--- config.mk ---
export PLATFORM = sky130hd
export DESIGN_NAME = fpu_issue_queue_flat
export DESIGN_NICKNAME = d
export VERILOG_FILES = /design/src/rtl/fpu_issue_queue_if.sv /design/src/rtl/fpu_issue_queue.sv /design/src/flat_wrapper.sv
export SDC_FILE = /design/constraint.sdc
export NUM_CORES = 1
export LEC_CHECK = 0
export ABC_AREA = 1
export CAP_MARGIN = 20
export CORE_MARGIN = 2
export CORE_UTILIZATION = 55
export CTS_BUF_LIST = sky130_fd_sc_hd__clkbuf_16
export DETAILED_ROUTE_END_ITERATION = 7
export DONT_BUFFER_PORTS = 1
export HOLD_SLACK_MARGIN = 0.08
export PLACE_DENSITY = 0.81
export SYNTH_ARGS = -nofsm -noshare
export SYNTH_HDL_FRONTEND = slang
export SYNTH_SLANG_ARGS = --single-unit
--- constraint.sdc ---
create_clock -name clk -period 2.3 [get_ports clk]
set_input_delay 0.23 -clock clk [delete_from_list [all_inputs] [get_ports clk]]
set_output_delay 0.23 -clock clk [all_outputs]
set_load 0.005 [all_outputs]
--- src/rtl/fpu_issue_queue_if.sv ---
// rtl/fpu_issue_queue_if.sv - command, operand, result and response handshakes of the FP issue queue
interface fpu_issue_queue_if #(
    parameter int TAG_W = 4
);
    logic             cmd_val;
    logic             cmd_rdy;
    logic [31:0]      cmd_a;
    logic [31:0]      cmd_b;
    logic [1:0]       cmd_sel;
    logic [TAG_W-1:0] cmd_tag;

    logic             fpu_opnd_val;
    logic             fpu_opnd_rdy;
    logic [31:0]      fpu_a;
    logic [31:0]      fpu_b;
    logic [1:0]       fpu_sel;

    logic             fpu_res_val;
    logic [31:0]      fpu_res_bits;
    logic             fpu_res_rdy;

    logic             rsp_val;
    logic             rsp_rdy;
    logic [31:0]      rsp_bits;
    logic [TAG_W-1:0] rsp_tag;

    // Environment side: command producer, fpu_top and response consumer.
    modport master (
        output cmd_val, cmd_a, cmd_b, cmd_sel, cmd_tag,
        input  cmd_rdy,
        input  fpu_opnd_val, fpu_a, fpu_b, fpu_sel,
        output fpu_opnd_rdy,
        output fpu_res_val, fpu_res_bits,
        input  fpu_res_rdy,
        input  rsp_val, rsp_bits, rsp_tag,
        output rsp_rdy
    );

    modport slave (
        input  cmd_val, cmd_a, cmd_b, cmd_sel, cmd_tag,
        output cmd_rdy,
        output fpu_opnd_val, fpu_a, fpu_b, fpu_sel,
        input  fpu_opnd_rdy,
        input  fpu_res_val, fpu_res_bits,
        output fpu_res_rdy,
        output rsp_val, rsp_bits, rsp_tag,
        input  rsp_rdy
    );
endinterface

--- src/rtl/fpu_issue_queue.sv ---
// rtl/fpu_issue_queue.sv - tagged FP command FIFO feeding fpu_top, one op in flight, held tagged response
module fpu_issue_queue #(
    parameter int DEPTH = 4,
    parameter int TAG_W = 4
) (
    input  logic                     clk,
    input  logic                     reset,
    fpu_issue_queue_if.slave         bus,
    output logic [$clog2(DEPTH):0]   count,
    output logic                     busy,
    output logic                     err_stray
);
    localparam int PW = $clog2(DEPTH);
    localparam int CW = PW + 1;

    typedef struct packed {
        logic [31:0]      a;
        logic [31:0]      b;
        logic [1:0]       sel;
        logic [TAG_W-1:0] tag;
    } cmd_t;

    cmd_t             mem_q [DEPTH];
    cmd_t             mem_d [DEPTH];
    logic [PW-1:0]    wr_ptr_q, wr_ptr_d;
    logic [PW-1:0]    rd_ptr_q, rd_ptr_d;
    logic [CW-1:0]    count_q, count_d;
    logic             inflight_q, inflight_d;
    logic [TAG_W-1:0] tag_q, tag_d;
    logic             rsp_val_q, rsp_val_d;
    logic [31:0]      rsp_bits_q, rsp_bits_d;
    logic [TAG_W-1:0] rsp_tag_q, rsp_tag_d;
    logic             err_stray_q, err_stray_d;

    logic cmd_rdy_w, opnd_val_w, res_rdy_w;
    logic push, pop, capture, drain;

    assign cmd_rdy_w  = (count_q != CW'(DEPTH));
    assign opnd_val_w = (count_q != '0) && !inflight_q;
    // Response register is guaranteed empty when fpu_top's pulse lands.
    assign res_rdy_w  = inflight_q && !rsp_val_q;

    assign push    = bus.cmd_val && cmd_rdy_w;
    assign pop     = opnd_val_w && bus.fpu_opnd_rdy;
    assign capture = bus.fpu_res_val && inflight_q;
    assign drain   = rsp_val_q && bus.rsp_rdy;

    always_comb begin
        mem_d       = mem_q;
        wr_ptr_d    = wr_ptr_q;
        rd_ptr_d    = rd_ptr_q;
        count_d     = count_q;
        inflight_d  = inflight_q;
        tag_d       = tag_q;
        rsp_val_d   = rsp_val_q;
        rsp_bits_d  = rsp_bits_q;
        rsp_tag_d   = rsp_tag_q;
        err_stray_d = err_stray_q;

        if (push) begin
            mem_d[wr_ptr_q] = '{a: bus.cmd_a, b: bus.cmd_b, sel: bus.cmd_sel, tag: bus.cmd_tag};
            wr_ptr_d        = wr_ptr_q + PW'(1);
        end
        if (pop) begin
            rd_ptr_d   = rd_ptr_q + PW'(1);
            inflight_d = 1'b1;
            tag_d      = mem_q[rd_ptr_q].tag;
        end
        case ({push, pop})
            2'b10:   count_d = count_q + CW'(1);
            2'b01:   count_d = count_q - CW'(1);
            default: count_d = count_q;
        endcase

        if (capture) begin
            inflight_d = 1'b0;
            rsp_val_d  = 1'b1;
            rsp_bits_d = bus.fpu_res_bits;
            rsp_tag_d  = tag_q;
        end else if (drain) begin
            rsp_val_d  = 1'b0;
        end

        // A result with nothing outstanding is dropped and flagged.
        if (bus.fpu_res_val && !inflight_q) begin
            err_stray_d = 1'b1;
        end
    end

    always_ff @(posedge clk or negedge reset) begin
        if (!reset) begin
            for (int i = 0; i < DEPTH; i++) begin
                mem_q[i] <= '0;
            end
            wr_ptr_q    <= '0;
            rd_ptr_q    <= '0;
            count_q     <= '0;
            inflight_q  <= 1'b0;
            tag_q       <= '0;
            rsp_val_q   <= 1'b0;
            rsp_bits_q  <= '0;
            rsp_tag_q   <= '0;
            err_stray_q <= 1'b0;
        end else begin
            mem_q       <= mem_d;
            wr_ptr_q    <= wr_ptr_d;
            rd_ptr_q    <= rd_ptr_d;
            count_q     <= count_d;
            inflight_q  <= inflight_d;
            tag_q       <= tag_d;
            rsp_val_q   <= rsp_val_d;
            rsp_bits_q  <= rsp_bits_d;
            rsp_tag_q   <= rsp_tag_d;
            err_stray_q <= err_stray_d;
        end
    end

    assign bus.cmd_rdy      = cmd_rdy_w;
    assign bus.fpu_opnd_val = opnd_val_w;
    assign bus.fpu_a        = mem_q[rd_ptr_q].a;
    assign bus.fpu_b        = mem_q[rd_ptr_q].b;
    assign bus.fpu_sel      = mem_q[rd_ptr_q].sel;
    assign bus.fpu_res_rdy  = res_rdy_w;
    assign bus.rsp_val      = rsp_val_q;
    assign bus.rsp_bits     = rsp_bits_q;
    assign bus.rsp_tag      = rsp_tag_q;

    assign count     = count_q;
    assign busy      = (count_q != '0) || inflight_q || rsp_val_q;
    assign err_stray = err_stray_q;
endmodule

--- src/flat_wrapper.sv ---
// flat-port wrapper written by rule: the top's interface ports become plain ports
module fpu_issue_queue_flat 
#(
    parameter int DEPTH = 4,
    parameter int TAG_W = 4
)
  (clk, reset, count, busy, err_stray, bus_cmd_val, bus_cmd_a, bus_cmd_b, bus_cmd_sel, bus_cmd_tag, bus_cmd_rdy, bus_fpu_opnd_val, bus_fpu_a, bus_fpu_b, bus_fpu_sel, bus_fpu_opnd_rdy, bus_fpu_res_val, bus_fpu_res_bits, bus_fpu_res_rdy, bus_rsp_val, bus_rsp_bits, bus_rsp_tag, bus_rsp_rdy);
  fpu_issue_queue_if #(.TAG_W(TAG_W)) bus_i ();
  input  logic clk;
  input  logic reset;
  output logic [$clog2(DEPTH):0] count;
  output logic busy;
  output logic err_stray;
  input wire logic [$bits(bus_i.cmd_val)-1:0] bus_cmd_val;
  input wire logic [$bits(bus_i.cmd_a)-1:0] bus_cmd_a;
  input wire logic [$bits(bus_i.cmd_b)-1:0] bus_cmd_b;
  input wire logic [$bits(bus_i.cmd_sel)-1:0] bus_cmd_sel;
  input wire logic [$bits(bus_i.cmd_tag)-1:0] bus_cmd_tag;
  output wire logic [$bits(bus_i.cmd_rdy)-1:0] bus_cmd_rdy;
  output wire logic [$bits(bus_i.fpu_opnd_val)-1:0] bus_fpu_opnd_val;
  output wire logic [$bits(bus_i.fpu_a)-1:0] bus_fpu_a;
  output wire logic [$bits(bus_i.fpu_b)-1:0] bus_fpu_b;
  output wire logic [$bits(bus_i.fpu_sel)-1:0] bus_fpu_sel;
  input wire logic [$bits(bus_i.fpu_opnd_rdy)-1:0] bus_fpu_opnd_rdy;
  input wire logic [$bits(bus_i.fpu_res_val)-1:0] bus_fpu_res_val;
  input wire logic [$bits(bus_i.fpu_res_bits)-1:0] bus_fpu_res_bits;
  output wire logic [$bits(bus_i.fpu_res_rdy)-1:0] bus_fpu_res_rdy;
  output wire logic [$bits(bus_i.rsp_val)-1:0] bus_rsp_val;
  output wire logic [$bits(bus_i.rsp_bits)-1:0] bus_rsp_bits;
  output wire logic [$bits(bus_i.rsp_tag)-1:0] bus_rsp_tag;
  input wire logic [$bits(bus_i.rsp_rdy)-1:0] bus_rsp_rdy;
  assign bus_i.cmd_val = bus_cmd_val;
  assign bus_i.cmd_a = bus_cmd_a;
  assign bus_i.cmd_b = bus_cmd_b;
  assign bus_i.cmd_sel = bus_cmd_sel;
  assign bus_i.cmd_tag = bus_cmd_tag;
  assign bus_cmd_rdy = bus_i.cmd_rdy;
  assign bus_fpu_opnd_val = bus_i.fpu_opnd_val;
  assign bus_fpu_a = bus_i.fpu_a;
  assign bus_fpu_b = bus_i.fpu_b;
  assign bus_fpu_sel = bus_i.fpu_sel;
  assign bus_i.fpu_opnd_rdy = bus_fpu_opnd_rdy;
  assign bus_i.fpu_res_val = bus_fpu_res_val;
  assign bus_i.fpu_res_bits = bus_fpu_res_bits;
  assign bus_fpu_res_rdy = bus_i.fpu_res_rdy;
  assign bus_rsp_val = bus_i.rsp_val;
  assign bus_rsp_bits = bus_i.rsp_bits;
  assign bus_rsp_tag = bus_i.rsp_tag;
  assign bus_i.rsp_rdy = bus_rsp_rdy;
  fpu_issue_queue #(.DEPTH(DEPTH), .TAG_W(TAG_W)) u_core (.clk(clk), .reset(reset), .bus(bus_i), .count(count), .busy(busy), .err_stray(err_stray));
endmodule
# Word level (Yosys, flattened, before mapping)
# Cells that the tools add are included.
dict set report totals {
  input_bits 108
  elab_cells 64
  out_inout_bits 111
  register_bits 330
}
dict set report classes {
  bitwise_logic 2
  muxes 11
  magnitude_cmp 3
  n_addsub 4
  n_eq_ne 3
  reduce_logical 16
}
# operator n
set op_table {}
lappend op_table {{$bwmux 280} 1}
lappend op_table {{$mux 70} 3}
lappend op_table {{$bmux 70 s2} 1}
lappend op_table {{$demux 70 s2} 1}
lappend op_table {{$logic_and 1x1->1} 8}
lappend op_table {{$ge 3x3->1 const B} 2}
lappend op_table {{$not 2->3} 2}
lappend op_table {{$pmux 3 s2} 1}
lappend op_table {{$reduce_bool 2->1} 3}
lappend op_table {{$add 2x1->2 const B} 2}
lappend op_table {{$mux 1} 4}
lappend op_table {{$add 3x1->3 const B} 1}
lappend op_table {{$lt 3x1->1 const B} 1}
lappend op_table {{$ne 3x3->1 const B} 1}
lappend op_table {{$reduce_bool 3->1} 1}
lappend op_table {{$sub 3x1->3 const B} 1}
lappend op_table {{$eq 2x1->1 const B} 1}
lappend op_table {{$eq 2x2->1 const B} 1}
lappend op_table {{$logic_not 1->1} 2}
lappend op_table {{$logic_or 1x1->1} 2}

# Longest topological paths before layout
dict set report logic_depth {
  depth_word 6
  mapped_depth 11
  ltp_nobuf 11
}

# Worst setup path before layout
# No wires, ideal clock.
dict set report synth_path {
  kind {register -> register}
  startpoint {register u_core.count_q[2], in the netlist u_core.count[2]}
  endpoint {register u_core.count_q[2], in the netlist u_core.count[2]}
  required_ps 2177
  n_path_buf 0
  synth_period_minus_slack_ps 1947
  arrival_ps 1824
  path_slack_ps 353
  setup_time_ps 123
  path_stages_with_launch 11
  cell_sequence {dfrtp_1 inv_1 nand2_1 nand3_1 inv_1 ha_1 inv_1 fa_1 nand2_1 nand3b_1 xor2_1}
}
dict set report synth_between {
  elab_chain_cells 5
  word_cells_on_any_way 11
  classes_between {add/sub: 2; eq/ne: 3; mux: 1; reduce/logical: 5}
}
# element line
set synth_lines {}
lappend synth_lines {{start, declared} fpu_issue_queue.sv:27} ;# logic [CW-1:0] count_q, count_d;
lappend synth_lines {{start signal, assigned} fpu_issue_queue.sv:108} ;# count_q <= count_d;
lappend synth_lines {{$reduce_bool 3->1 (*)} fpu_issue_queue.sv:39} ;# assign opnd_val_w = (count_q != '0) && !inflight_q;
lappend synth_lines {{$logic_and 1x1->1 (*)} fpu_issue_queue.sv:39}
lappend synth_lines {{$logic_and 1x1->1 (*)} fpu_issue_queue.sv:44} ;# assign pop = opnd_val_w && bus.fpu_opnd_rdy;
lappend synth_lines {{net u_core.pop} fpu_issue_queue.sv:36} ;# logic push, pop, capture, drain;
lappend synth_lines {{$eq 2x1->1 or $eq 2x2->1 (tied branches)} fpu_issue_queue.sv:69} ;# case ({push, pop})
lappend synth_lines {{$pmux 3 s2 or $reduce_bool 2->1 (tied branches)} -}
# Mark *: on every way through the listed nets, which the timed path passes. The rest lies on a longest branch.
# A chain may end at the register's enable or synchronous reset.

# Worst setup path in the final report
dict set report layout_path {
  startpoint {register u_core.rd_ptr_q[0]}
  endpoint {output bus_fpu_b[2]}
}
dict set report layout_between {
  elab_chain_cells 4
}
# element line
set layout_lines {}
lappend layout_lines {{start, declared} fpu_issue_queue.sv:26} ;# logic [PW-1:0] rd_ptr_q, rd_ptr_d;
lappend layout_lines {{start signal, assigned} fpu_issue_queue.sv:107} ;# rd_ptr_q <= rd_ptr_d;
lappend layout_lines {{$not 2->3 (not written as such)} fpu_issue_queue.sv:121} ;# assign bus.fpu_b = mem_q[rd_ptr_q].b;
lappend layout_lines {{$bmux 70 s2} fpu_issue_queue.sv:121}
lappend layout_lines {{$mux 70 (2 in a row)} -}
lappend layout_lines {{end, declared} flat_wrapper.sv:22} ;# output wire logic [$bits(bus_i.fpu_b)-1:0] bus_fpu_b;
# Every way passes these cells. The select of a mux whose other input is x is not followed.

==> Implementation_results.wiki <==
{| class="wikitable"
! Metric !! Value
|-
| Outcome || finished with violations
|-
| Violated checks || hold timing
|-
| Mapped Avg Cell Area || 9.39 um2
|-
| CTS Buf Count || 35
|-
| Max Root-Sink Buffers || 3
|-
| Die X-Extent || 166 um
|-
| Pre-CTS WS || 0.279 ns
|-
| GR Util All Layers || 25.3%
|-
| Worst relative slew slack || 31.6%
|-
| Max-cap check violation count || 0
|-
| Cell with the largest stage delay on the worst path || sky130_fd_sc_hd__dfrtp_4
|-
| Worst IR drop on VDD || 948 uV
|-
| Pin count of the biggest net entering global routing || 331
|-
| Number of antenna violations at the first check in global routing || 1
|-
| Global-route wire length before repair || 58000 um
|-
| Drt initial violations || 1150
|-
| Number of sinks driven by the clock tree || 330
|-
| Critical Setup Path Class || flip-flop to output port
|-
| Top Ports || 219
|-
| Shortest clock period the worst path allows after layout || 2.19 ns
|-
| Clock input transition at the sequential cells of the worst setup and hold paths || 0.06 ns
|-
| Clock root buffer || sky130_fd_sc_hd__clkbuf_16
|-
| Number of endpoints failing setup at the final stage || 0
|-
| DIE AREA || 27600 um2
|-
| Power after layout || 24.3 mW
|-
| Utilization after layout || 64.3%
|-
| Remaining Overflow, GRT || 0
|-
| Multiplexer fraction of the synthesized cell area || 2.80%
|-
| FP Rows || 59
|-
| Source-to-sink clock delay at the later pin of the worst-skew pair || 0.52 ns
|-
| First-pass detailed-route iteration total || 8
|-
| Type of element launching the critical path || flip-flop
|-
| Xor and xnor area share after synthesis || 0.242%
|-
| Layout-stage area growth over the synthesis result || 15.3%
|-
| Slowest Stage Delay on Critical Path || 0.45 ns
|-
| Total count of max-transition violations in the final report || 0
|-
| Ratio of cells with drive above 1 in the final layout || 10.6%
|-
| Mean number of vias per cell || 5.79
|-
| Post-synthesis compound-gate area fraction || 18.6%
|-
| Post-CTS setup repair buffer count || 0
|-
| Synth Area in Adders || 0.570%
|-
| Area share of the leading cell type in the synthesized netlist || 57.0%
|-
| Main combinational cell family by area after synthesis || compound AO/OA/AOI/OAI gates
|-
| Highest clock rate || 0.456 GHz
|-
| Leakage || 7.88 nW
|-
| Final total negative setup slack || 0 ns
|-
| Number of distinct standard cells referenced by the synthesized netlist || 26
|-
| Synth Net Count || 1657
|-
| Worst r2r src || u_core.count[0]$_DFFE_PN0P_
|-
| Mapped cell area || 14500 um2
|-
| TritonCTS clock tree || done
|-
| Final-layout fill cell count || 1973
|-
| Final worst-path setup slack || 0.105 ns
|-
| Cells after Synth || 1543
|-
| Critical path, cell by cell || buf_16 -> o21ai_0 -> o22ai_1
|-
| DRC viols || 0
|-
| Cell types with the largest area share after synthesis || sky130_fd_sc_hd__dfrtp_1 57%, sky130_fd_sc_hd__o21ai_0 9.5%, sky130_fd_sc_hd__nand2_1 8.4%
|-
| Post-synth top area cell || sky130_fd_sc_hd__dfrtp_1
|-
| Warning count from the yosys run || 0
|-
| Least-Margin Pin Slew || 1.03 ns
|-
| # port buffers || 0
|-
| Core region area || 26000 um2
|-
| Final nets || 1718
|-
| Number of storage elements in the synthesis netlist || 330
|-
| CP endpoint kind || output port
|-
| Vias in the first global route || 11500
|-
| Data required time at the worst endpoint || 2.07 ns
|-
| Final number of hold-violating endpoints || 330
|-
| Post-DR wirelength/cell || 18.0 um
|-
| Die height || 166 um
|-
| Routed Antenna Nets || 0
|-
| Startpoint of the worst setup timing path || u_core.rd_ptr_q[0]$_DFFE_PN0P_
|-
| Weighted congestion reported at the end of routability-driven placement || 0.729
|-
| Maximum clock skew at final layout || 0.0226 ns
|-
| HPWL after detailed placement || 19100 um
|-
| Power per unit of standard cell area || 1460 nW/um2
|-
| Share of the yosys chip area belonging to registers || 57.0%
|-
| Class of the worst hold path || input pin to async pin
|-
| Share of the clock period used by the worst path after layout || 95.4%
|-
| Arrival time reported for the critical path endpoint || 1.96 ns
|-
| Synthesized-area fraction occupied by and/or/nand/nor cells || 12.9%
|-
| Detailed Route WL || 35300 um
|-
| Initial cell density of the core || 55.7%
|-
| Hold slack || -0.573 ns
|-
| Number of H-tree levels || 2
|-
| Routed vias || 11400
|-
| Hold Buf Count CTS || 106
|-
| Worst Path Max Fanout || 142
|}
[state kept, by name (all words and copies together) (netlist names)]
register,flops
u_core.tag_q,4
u_core.count,3
u_core.wr_ptr_q,2
u_core.bus.rsp_tag,4
u_core.mem_q,280
u_core.inflight_q,1
u_core.err_stray,1
u_core.bus.rsp_val,1
u_core.bus.rsp_bits,32
u_core.rd_ptr_q,2
[worst paths after layout]
| path | end | slack (ns) | depth (start not counted) |
|---|---|---|---|
| max | bus_fpu_b[2] | 0.11 | 3 |
| min | u_core.mem_q[234]$_DFFE_PN0P_ | -0.57 | 0 |
| max reg2reg | u_core.count[2]$_DFFE_PN0P_ | 0.27 | 10 |
| min reg2reg | u_core.mem_q[155]$_DFFE_PN0P_ | 0.48 | 2 |
| max in group asynchronous | u_core.mem_q[174]$_DFFE_PN0P_ | 2.03 | 0 |
| min in group clk | u_core.inflight_q$_DFFE_PN0P_ | 0.10 | 3 |
[where the power goes]
| part | total (mW) | switching (mW) | leakage (nW) | internal [mW] |
|---|---|---|---|---|
| sequential | 10.1 | 1.59 | 4.11 | 8.50 |
| clock | 5.35 | 2.26 | 0.563 | 3.08 |
| combinational | 8.91 | 5.59 | 3.20 | 3.32 |
| total | 24.3 | 9.44 | 7.88 | 14.9 |
[cell usage in the layout, fill, tap and decap left out, drive strengths merged]
cell type    Yosys  layout
o21ai          416     416
dfrtp          330     330
nand2          325     325
nor2           134     134
inv             99     108
dlygate4sd3      0     106
o22ai           66      66
mux2            36      36
clkbuf          45      36
buf             64      27
clkinv           0      15
nand3           14      14
ha               5       5
xor2             2       2
xnor2            2       2
nand4            2       2
bufinv           0       2
diode            0       1
nand3b           1       1
a21o             1       1
fa               1       1
clkinvlp         0       1
[repair_timing]
| item | in CTS | in global routing |
|---|---|---|
| resized for setup | 0 | 2 |
| endpoints found under the hold margin | 649 | 330 |
| setup endpoints to repair | 0 | 10 |
[final cells by class]
cell class | instances | area (um2) | area share (%)
multi-input cells | 1005 | 5090 | 30.5
well taps | 335 | 419 | 2.51
repair buffers | 133 | 1460 | 8.76
clock inverters | 27 | 190 | 1.14
inverters | 99 | 374 | 2.24
clock buffers | 36 | 901 | 5.39
flip-flops and latches | 330 | 8260 | 49.5
diodes | 1 | 2.50 | 0.0150
[logic make-up (layout without fill, tap and decap cells)]
kind of cell,count (synthesis),in the layout
buffers and inverters,208,295
AND/OR/NAND/NOR,476,476
other,0,1
adder cells (fa/ha/maj),6,6
flip-flops,330,330
XOR/XNOR,4,4
multiplexers,36,36
AO/OA/AOI/OAI,483,483
[routing by layer]
metal / track usage, % / share of wire, %
met4: 10.2 / 3.2
met5: 0 / 0
met1: 32.8 / 40
met2: 42.0 / 49
met3: 5.34 / 7.0
[per-stage QoR]
step | instances | cell area [um2]
2_1_floorplan | 1543 | 14500
3_3_place_gp | 1796 | 14500
3_5_place_dp | 1796 | 14500
4_1_cts | 1965 | 16700
5_1_grt | 1966 | 16700
6_report | 1966 | 16700
[critical path, delay by kind of cell (launching register included)]
kind	cells	cell delay [ns]
AOI/OAI and AO/OA	2	0.54
buffers and inverters	1	0.45
DFF	1	0.45
[synthesized netlist by cell type]
master and count:
sky130_fd_sc_hd__buf_1 3, sky130_fd_sc_hd__clkbuf_1 45, sky130_fd_sc_hd__o22ai_1 66, sky130_fd_sc_hd__mux2_2 36, sky130_fd_sc_hd__buf_2 16, sky130_fd_sc_hd__xnor2_1 2, sky130_fd_sc_hd__inv_2 1, sky130_fd_sc_hd__a21o_1 1
sky130_fd_sc_hd__buf_6 44, sky130_fd_sc_hd__inv_1 98, sky130_fd_sc_hd__o21ai_1 91, sky130_fd_sc_hd__fa_1 1, sky130_fd_sc_hd__nand3b_1 1, sky130_fd_sc_hd__ha_1 5, sky130_fd_sc_hd__nand4_1 2, sky130_fd_sc_hd__nand2_1 324
sky130_fd_sc_hd__nand3_4 4, sky130_fd_sc_hd__nor2_1 133, sky130_fd_sc_hd__nand3_1 10, sky130_fd_sc_hd__o21ai_2 51, sky130_fd_sc_hd__dfrtp_1 330, sky130_fd_sc_hd__xor2_1 2, sky130_fd_sc_hd__o21ai_0 274, sky130_fd_sc_hd__nor2_2 1
sky130_fd_sc_hd__nand2_4 1, sky130_fd_sc_hd__buf_4 1
(Power assumes the default switching activity.)
